### config.mk
export PLATFORM = sky130hd
export DESIGN_NAME = uart_rx_cfg
export DESIGN_NICKNAME = d
export VERILOG_FILES = /design/src/rtl/uart_rx_cfg.sv
export SDC_FILE = /design/constraint.sdc
export NUM_CORES = 1
export LEC_CHECK = 0
export ABC_AREA = 1
export CAP_MARGIN = 20
export CORE_UTILIZATION = 56
export DETAILED_ROUTE_END_ITERATION = 8
export PLACE_DENSITY = 0.78
export SYNTH_ARGS = -nofsm -noshare
export SYNTH_HDL_FRONTEND = slang
export SYNTH_SLANG_ARGS = --single-unit
### constraint.sdc
create_clock -name clk -period 2.3 [get_ports clk]
set_clock_uncertainty 0.15 [all_clocks]
set_input_delay 0.46 -clock clk [delete_from_list [all_inputs] [get_ports clk]]
set_output_delay 0.46 -clock clk [all_outputs]
set_load 0.01 [all_outputs]
### src/rtl/uart_rx_cfg.sv
// Oversampled UART receiver: 2-flop line synchronizer, one-hot framing FSM, registered results.
// Optional parity bit and o_parity_err logic are built in when UART_RX_PARITY_EN is defined.
`timescale 1ns/1ps

// state  | meaning
// IDLE   | line idle, waiting for rx_s = 0
// START  | confirming the start bit at its centre (glitch reject)
// DATA   | sampling NB_DATA data bits, LSB first
// PARITY | sampling the parity bit (UART_RX_PARITY_EN only)
// STOP   | sampling NB_STOP stop bits, then publishing the frame
module uart_rx_cfg #(
   parameter int NB_DATA    = 8,
   parameter int NB_STOP    = 1,
   parameter int OVERSAMPLE = 16
) (
   input  logic               clk,
   input  logic               i_rst_n,
   input  logic               i_tick,
   input  logic               i_rx,
`ifdef UART_RX_PARITY_EN
   input  logic               i_parity_odd,
`endif
   output logic [NB_DATA-1:0] o_data,
   output logic               o_rxdone,
   output logic               o_frame_err,
   output logic               o_parity_err,
   output logic               o_busy
);

   localparam int CW = $clog2(OVERSAMPLE);
   localparam logic [CW-1:0] CNT_HALF  = CW'(OVERSAMPLE/2 - 1);
   localparam logic [CW-1:0] CNT_FULL  = CW'(OVERSAMPLE - 1);
   localparam logic [3:0]    LAST_DATA = 4'(NB_DATA - 1);
   localparam logic [3:0]    LAST_STOP = 4'(NB_STOP - 1);

   typedef enum logic [4:0] {
      S_IDLE   = 5'b00001,
      S_START  = 5'b00010,
      S_DATA   = 5'b00100,
      S_PARITY = 5'b01000,
      S_STOP   = 5'b10000
   } state_t;

   state_t               state_q, state_d;
   logic                 rx_meta_q, rx_s_q;
   logic [CW-1:0]        cnt_q, cnt_d;
   logic [3:0]           bit_q, bit_d;
   logic [NB_DATA-1:0]   shift_q, shift_d;
   logic [NB_DATA-1:0]   data_q, data_d;
   logic                 stop_err_q, stop_err_d;
   logic                 ferr_q, ferr_d;
   logic                 rxdone_q, rxdone_d;
   logic                 tc;
`ifdef UART_RX_PARITY_EN
   logic                 par_pend_q, par_pend_d;
   logic                 perr_q, perr_d;
`endif

   // Down-counter reaches terminal count on the tick that samples the bit centre.
   assign tc = i_tick && (cnt_q == '0);

   always_ff @(posedge clk or negedge i_rst_n) begin
      if (!i_rst_n) begin
         rx_meta_q  <= 1'b1;
         rx_s_q     <= 1'b1;
         state_q    <= S_IDLE;
         cnt_q      <= '0;
         bit_q      <= '0;
         shift_q    <= '0;
         data_q     <= '0;
         stop_err_q <= 1'b0;
         ferr_q     <= 1'b0;
         rxdone_q   <= 1'b0;
`ifdef UART_RX_PARITY_EN
         par_pend_q <= 1'b0;
         perr_q     <= 1'b0;
`endif
      end else begin
         rx_meta_q  <= i_rx;
         rx_s_q     <= rx_meta_q;
         state_q    <= state_d;
         cnt_q      <= cnt_d;
         bit_q      <= bit_d;
         shift_q    <= shift_d;
         data_q     <= data_d;
         stop_err_q <= stop_err_d;
         ferr_q     <= ferr_d;
         rxdone_q   <= rxdone_d;
`ifdef UART_RX_PARITY_EN
         par_pend_q <= par_pend_d;
         perr_q     <= perr_d;
`endif
      end
   end

   always_comb begin
      state_d    = state_q;
      cnt_d      = cnt_q;
      bit_d      = bit_q;
      shift_d    = shift_q;
      data_d     = data_q;
      stop_err_d = stop_err_q;
      ferr_d     = ferr_q;
      rxdone_d   = 1'b0;
`ifdef UART_RX_PARITY_EN
      par_pend_d = par_pend_q;
      perr_d     = perr_q;
`endif
      case (state_q)
         S_IDLE: begin
            if (!rx_s_q) begin
               state_d    = S_START;
               cnt_d      = CNT_HALF;
               bit_d      = '0;
               stop_err_d = 1'b0;
            end
         end
         S_START: begin
            if (i_tick && (cnt_q != '0)) begin
               cnt_d = cnt_q - 1'b1;
            end else if (tc) begin
               if (rx_s_q) begin
                  state_d = S_IDLE;
               end else begin
                  state_d = S_DATA;
                  cnt_d   = CNT_FULL;
               end
            end
         end
         S_DATA: begin
            if (i_tick && (cnt_q != '0)) begin
               cnt_d = cnt_q - 1'b1;
            end else if (tc) begin
               shift_d = {rx_s_q, shift_q[NB_DATA-1:1]};
               cnt_d   = CNT_FULL;
               if (bit_q == LAST_DATA) begin
                  bit_d   = '0;
`ifdef UART_RX_PARITY_EN
                  state_d = S_PARITY;
`else
                  state_d = S_STOP;
`endif
               end else begin
                  bit_d = bit_q + 4'd1;
               end
            end
         end
`ifdef UART_RX_PARITY_EN
         S_PARITY: begin
            if (i_tick && (cnt_q != '0)) begin
               cnt_d = cnt_q - 1'b1;
            end else if (tc) begin
               par_pend_d = ((^shift_q) ^ rx_s_q) != i_parity_odd;
               cnt_d      = CNT_FULL;
               state_d    = S_STOP;
            end
         end
`endif
         S_STOP: begin
            if (i_tick && (cnt_q != '0)) begin
               cnt_d = cnt_q - 1'b1;
            end else if (tc) begin
               stop_err_d = stop_err_q | ~rx_s_q;
               cnt_d      = CNT_FULL;
               if (bit_q == LAST_STOP) begin
                  data_d   = shift_q;
                  ferr_d   = stop_err_q | ~rx_s_q;
                  rxdone_d = 1'b1;
                  state_d  = S_IDLE;
`ifdef UART_RX_PARITY_EN
                  perr_d   = par_pend_q;
`endif
               end else begin
                  bit_d = bit_q + 4'd1;
               end
            end
         end
         default: state_d = S_IDLE;
      endcase
   end

   assign o_data      = data_q;
   assign o_rxdone    = rxdone_q;
   assign o_frame_err = ferr_q;
   assign o_busy      = (state_q != S_IDLE);
`ifdef UART_RX_PARITY_EN
   assign o_parity_err = perr_q;
`else
   assign o_parity_err = 1'b0;
`endif

endmodule

==> summary.md, run 1 <==
| Metric | Value |
|---|---|
| CP required | 1690 ps |
| Unrepaired setup endpoints after global routing | false |
| Port Buffers | 14 |
| Pwr dens | 1122 nW/um^2 |
| Dominant cell type by area after synthesis | dfrtp_1 |
| CTS max path bufs | 2 |
| Initial Util | 0.6114 |
| Sequential-to-total area share from yosys stat | 0.4756 |
| Synthesized net count | 212 |
| Horiz. Die Dim | 57.81 um |
| Post-CTS Setup Bufs | 0 |
| Final Cell Area | 1957 um^2 |
| Wire per inst | 12.17 um |
| Worst VDD drop | 0.0008319 V |
| IO Count | 16 |
| GPL Wtd Cong | 0.8289 |
| Cts hold-fix bufs | 0 |
| Total track usage | 0.2265 |
| Worst-path clk slew | 90 ps |
| Clk pwr share | 0.139 |
| # diodes | 0 |
| Overflow after GRT | 0 |
| Yosys warns | 0 |
| Pleak | 0.001005 uW |
| Root Buffer | clkbuf_4 |
| Post-placement cell area | 1904 um^2 |
| Worst hold path type | register to register |
| Num rows | 19 |
| Mapped Avg Cell Area | 8.508 um^2 |
| Area growth from synthesis to layout | 12.20% |
| CTS tree | built |
| Sw frac | 0.4363 |
| Register share of total power | 0.396 |
| Tmin final | 2218 ps |
| Initial DRC Count | 84 |
| WS Path Type | register to output pin |
| Failing checks | design-rule violations |
| Setup TNS | 0 ps |
| Largest net degree at the start of global routing | 34 |
| Async S/R FF share, synth | 1.000 |
| F_max | 450.9 MHz |
| Logic pwr share | 0.465 |
| Total CTS buffers | 5 |
| Vias per cell | 5.293 |
| Area contributors post-synth | dfrtp_1, nand2_1, inv_1 |
| Worst setup SP type | register |
| Share of the synthesized area in the top cell type | 0.4304 |
| Non-filler cells, final | 256 |
| NetSw | 957.9 uW |
| Fin. Hold Viols | 0 |
| Clock sink count | 33 |
| Net count, final | 231 |
| Chip Height | 57.81 um |
| Most numerous cell in the Yosys netlist | nand2_1 |
| Vias in the first global route | 1328 |
| EDFF count, synth | 0 |
| Clk_lat worst skew | 330 ps |
| WP data arrival | 1610 ps |
| Post_cts resized | 0 |
| Gate Count Post-Synth | 205 |
| Die area | 3342 um^2 |
| Int Pwr | 1238 uW |
| Post-route DRC | 2 |
| CORE AREA | 2853 um^2 |
| CTS H-tree lvls | 2 |
| CP endpoint kind | output pin |
| DRT Wirelength | 3116 um |
| Period Utilization, post-route | 0.9642 |
| Detail Route Antenna Nets | 0 |
| Most frequent cells after synthesis | nand2_1, dfrtp_1, inv_1, nor2_1, o21ai_0 |
| Layout cells sized above 1 | 0.1733 |
| Unique masters post-synth | 28 |
| Initial antenna violation count | 0 |
| Yosys reg bits | 33 |
| Max cap viols | 0 |
| Dpl hpwl | 2260 um |
| Mapped Area | 1744 um^2 |
| First-pass GRT wire length | 5637 um |
| Placed cells | 248 |
| Vias | 1355 |
| Outcome | complete, but fails checks |
| Primary FF master, synth | dfrtp_1 |
| Final setup violation count | 0 |
| Slew Limit Fails | 0 |
| First drt pass iteration count | 6 |
| Worst-path fanout max | 6 |
## power by group through the flow
stage	combinational [uW]	clock, uW	sequential [uW]
floorplan	765	0	868
finish	1020	305	870
detailed placement	1010	0	880
global route	1160	342	891
CTS	1020	313	869
global placement	977	0	870
## final cells by class
type,count,area [um^2]
Sequential cell,33,830.8
Clock inverter,2,10.01
Clock buffer,6,41.29
Inverter,28,105.1
Tap cell,31,38.79
Timing Repair Buffer,15,147.6
Multi-Input combinational cell,141,783.3
Fill cell,230,895.9
## registers in the layout, summed over array words and instances (netlist names)
signal       cells
o_data           8
shift_q          8
bit_q            4
cnt_q            4
state_q          4
o_frame_err      1
o_rxdone         1
rx_meta_q        1
rx_s_q           1
stop_err_q       1
## final timing paths
check,startpoint,end,slack [ps],depth (start not counted)
setup / recovery,state_q[4],o_busy,80,3
hold / removal,rx_meta_q,rx_s_q,210,0
setup reg to reg,cnt_q[0],bit_q[1],400,9
hold reg to reg,rx_meta_q,rx_s_q,210,0
max in group asynchronous,i_rst_n,rx_meta_q,1310,2
min in group asynchronous,i_rst_n,o_data[0],360,2
## cells by family after synthesis
logic type                 share of synthesized area
and+or+nand+nor                               0.3099
DFF                                           0.4756
buffers and inverters                        0.07532
AOI/OAI and AO/OA                             0.1004
xor gates and xnor gates                     0.01507
adders and majority gates                    0.02152
other                                       0.002150
## routing by layer
metal,up-vias,GRT usage,share of wire
met5,-,0,0
met4,0,0.1224,0.025
met3,10,0.05580,0.032
met2,27,0.3596,0.47
met1,630,0.2866,0.47
li1,688,-,-
## through the flow
step / power, uW / utilization / setup WS [ps] / hold slack (ps)
6_report: 2196 / 0.6860 / 82.39 / 210.0
5_1_grt: 2397 / 0.6860 / 1.252 / 216.7
4_1_cts: 2203 / 0.6855 / 49.39 / 210.6
3_5_place_dp: 1892 / 0.6675 / 179.5 / 197.0
3_3_place_gp: 1847 / 0.6675 / 277.0 / 196.5
2_1_floorplan: 1633 / - / 640.6 / 14.41
## critical path, stage by stage (launching register included)
cell and delay [ps]:
dfrtp_2 460, nor2_2 150, nand3_2 140, clkdlybuf4s50_1 510
## cells in the final DEF (no fill, tap or decap), types with 2 or more instances in the layout
cell type / instances
a21oi_1: 2
ha_1: 3
o21ai_2: 9
nand2_2: 2
inv_1: 26
dfstp_2: 3
nor2_4: 5
nand3_1: 7
dfrtp_1: 29
nor2_1: 19
clkinv_2: 2
nand4_1: 5
nand3_2: 3
xor2_1: 2
nand3_4: 2
clkdlybuf4s50_1: 14
inv_2: 2
o21ai_0: 12
nand2_1: 59
o21ai_1: 2
clkbuf_4: 5
nor2_2: 2
Power figures use the tool's default switching activity.
==> inputs of run 2 (changes only) <==
--- a/config.mk
+++ b/config.mk
@@ -9,6 +9,7 @@
 export CAP_MARGIN = 20
 export CORE_UTILIZATION = 56
 export DETAILED_ROUTE_END_ITERATION = 8
+export GPL_TIMING_DRIVEN = 0
 export PLACE_DENSITY = 0.78
 export SYNTH_ARGS = -nofsm -noshare
 export SYNTH_HDL_FRONTEND = slang
==> summary.md, run 2 (same netlist as run 1, synthesis figures left out) <==
| Metric | Value |
|---|---|
| Outcome | complete, but fails checks |
| Failing checks | design-rule violations |
| Layout Utilization | 0.7035 (+0.01754) |
| Final Cell Area | 2007 um^2 (+2.6%) |
| Vias | 1372 (+1.3%) |
| CP max stage cell | dfrtp_1 |
| Worst rel slew slack | 0.5185 |
| # diodes | 0 (unchanged) |
| First-pass GRT wire length | 6023 um (+6.8%) |
| CP delay by family, top | simple AND/OR/NAND/NOR gates |
| DRT Wirelength | 3496 um (+12%) |
| Die area | 3342 um^2 (unchanged) |
| Layout cells sized above 1 | 0.1850 (+0.01169) |
| Setup TNS | 0 ps (unchanged) |
| Horiz. Die Dim | 57.81 um (unchanged) |
| Commonest non-fill, non-tap cell in the layout | nand2_1 |
| Dpl hpwl | 2457 um (+8.7%) |
| Least-Margin Pin Slew | 722.3 ps |
| Post-placement cell area | 1918 um^2 (+0.72%) |
| Worst setup SP type | register |
| Crit path buffers/inverters | 2 (+1) |
| Port Buffers | 14 (unchanged) |
| CP cell instances | inv_1 -> ha_1 -> nand3_1 -> nand2_1 -> nand2_1 -> nor2_4 -> inv_2 -> nand2_1 -> nand2_1 |
| Overflow after GRT | 0 (unchanged) |
| Worst-path fanout max | 6 (unchanged) |
| CTS max path bufs | 2 (unchanged) |
| Max cap viols | 0 (unchanged) |
| CP endpoint kind | register |
| GPL Wtd Cong | 0.8352 (+0.76%) |
| Worst-path clk slew | 100 ps (about the same) |
| Unrepaired setup endpoints after global routing | false |
| IO Count | 16 (unchanged) |
| Power Total | 2366 uW (+7.8%) |
| CP required | 2390 ps (+700 ps) |
| Vias in the first global route | 1387 (+4.4%) |
| Total track usage | 0.2453 (+0.01885) |
| Post-CTS Setup Bufs | 0 (unchanged) |
| CTS tree | built |
| Post-route DRC | 2 (unchanged) |
| Total CTS buffers | 5 (unchanged) |
| Chip Height | 57.81 um (unchanged) |
| Largest net degree at the start of global routing | 34 (unchanged) |
| Num rows | 19 (unchanged) |
| Pleak | 0.001036 uW (+3.1%) |
| Slew Limit Fails | 0 (unchanged) |
| Initial DRC Count | 65 (-23%) |
| WS Path Type | register to register |
| Clk_lat worst skew | 340 ps (about the same) |
| Period Utilization, post-route | 0.8400 (-0.1241) |
| CP max stage delay | 380 ps (-130 ps) |
| First drt pass iteration count | 6 (unchanged) |
| Fin. Hold Viols | 0 (unchanged) |
| Initial antenna violation count | 0 (unchanged) |
| Vias per cell | 5.318 (+0.47%) |
| Clock sink count | 33 (unchanged) |
| Wire per inst | 13.55 um (+11%) |
| F_max | 517.6 MHz (+15%) |
| Net count, final | 233 (+0.87%) |
| Worst hold path type | input pin to async pin |
| Tmin final | 1932 ps (-285.5 ps) |
| Pwr dens | 1179 nW/um^2 (+5.1%) |
| CTS H-tree lvls | 2 (unchanged) |
| Area growth from synthesis to layout | 15.06% |
| Detail Route Antenna Nets | 0 (unchanged) |
| Root Buffer | clkbuf_4 |
| WP data arrival | 2020 ps (+410 ps) |
| Critical path's most frequent cell | nand2_1 |
| Initial Util | 0.6114 (unchanged) |
| CORE AREA | 2853 um^2 (unchanged) |
| Worst VDD drop | 0.0009906 V (+19%) |
| Most frequent cells in the layout | nand2_1, dfrtp_1, inv_1 |
| Final setup violation count | 0 (unchanged) |
## run 2: final timing paths
path,start,end,slack [ps],cells after the start
setup reg to reg,cnt_q[0],bit_q[0],370,9
hold reg to reg,rx_meta_q,rx_s_q,210,0
hold / removal,i_rst_n,o_data[1],20,1
setup / recovery,cnt_q[0],bit_q[0],370,9
max in group asynchronous,i_rst_n,state_q[4],1480,1
min in group clk,rx_meta_q,rx_s_q,210,0
## run 2: cell type report
type                    count  area [um^2]
well taps                  31        38.79
clock buffers               7        55.05
multi-input cells         141        783.3
repair buffers             14        137.6
inverters                  28        105.1
fillers                   229        845.8
flip-flops and latches     33        830.8
clock inverters             1        30.03
plain buffers               3        26.28
## run 2: what timing repair did
action,4_1_cts,5_1_grt
hold endpoints to repair,0,0
endpoints found under the setup margin,0,1
hold buffers,0,0
resized for setup,0,2
## run 2: per-stage QoR
stage	cells	worst slack, ps	hold WS, ps
finish	258	367.9	17.92
CTS	258	48.06	26.81
global route	258	217.1	61.32
detailed placement	250	202.8	203.9
floorplan	205	640.6	14.41
global placement	250	30.96	196.4
## run 2: per-layer routing
metal | track usage | routed length, um | vias up
li1 | - | - | 686
met3 | 0.07589 | 113 | 8
met1 | 0.2821 | 1560 | 655
met2 | 0.4302 | 1765 | 23
met4 | 0.08844 | 56 | 0
met5 | 0 | 0 | -
## run 2: power breakdown
group | switching (uW) | total, uW | internal (uW) | leakage (uW)
clock | 193 | 452 | 259 | 0.0000455
combinational | 670 | 1040 | 373 | 0.000592
sequential | 125 | 871 | 746 | 0.000398
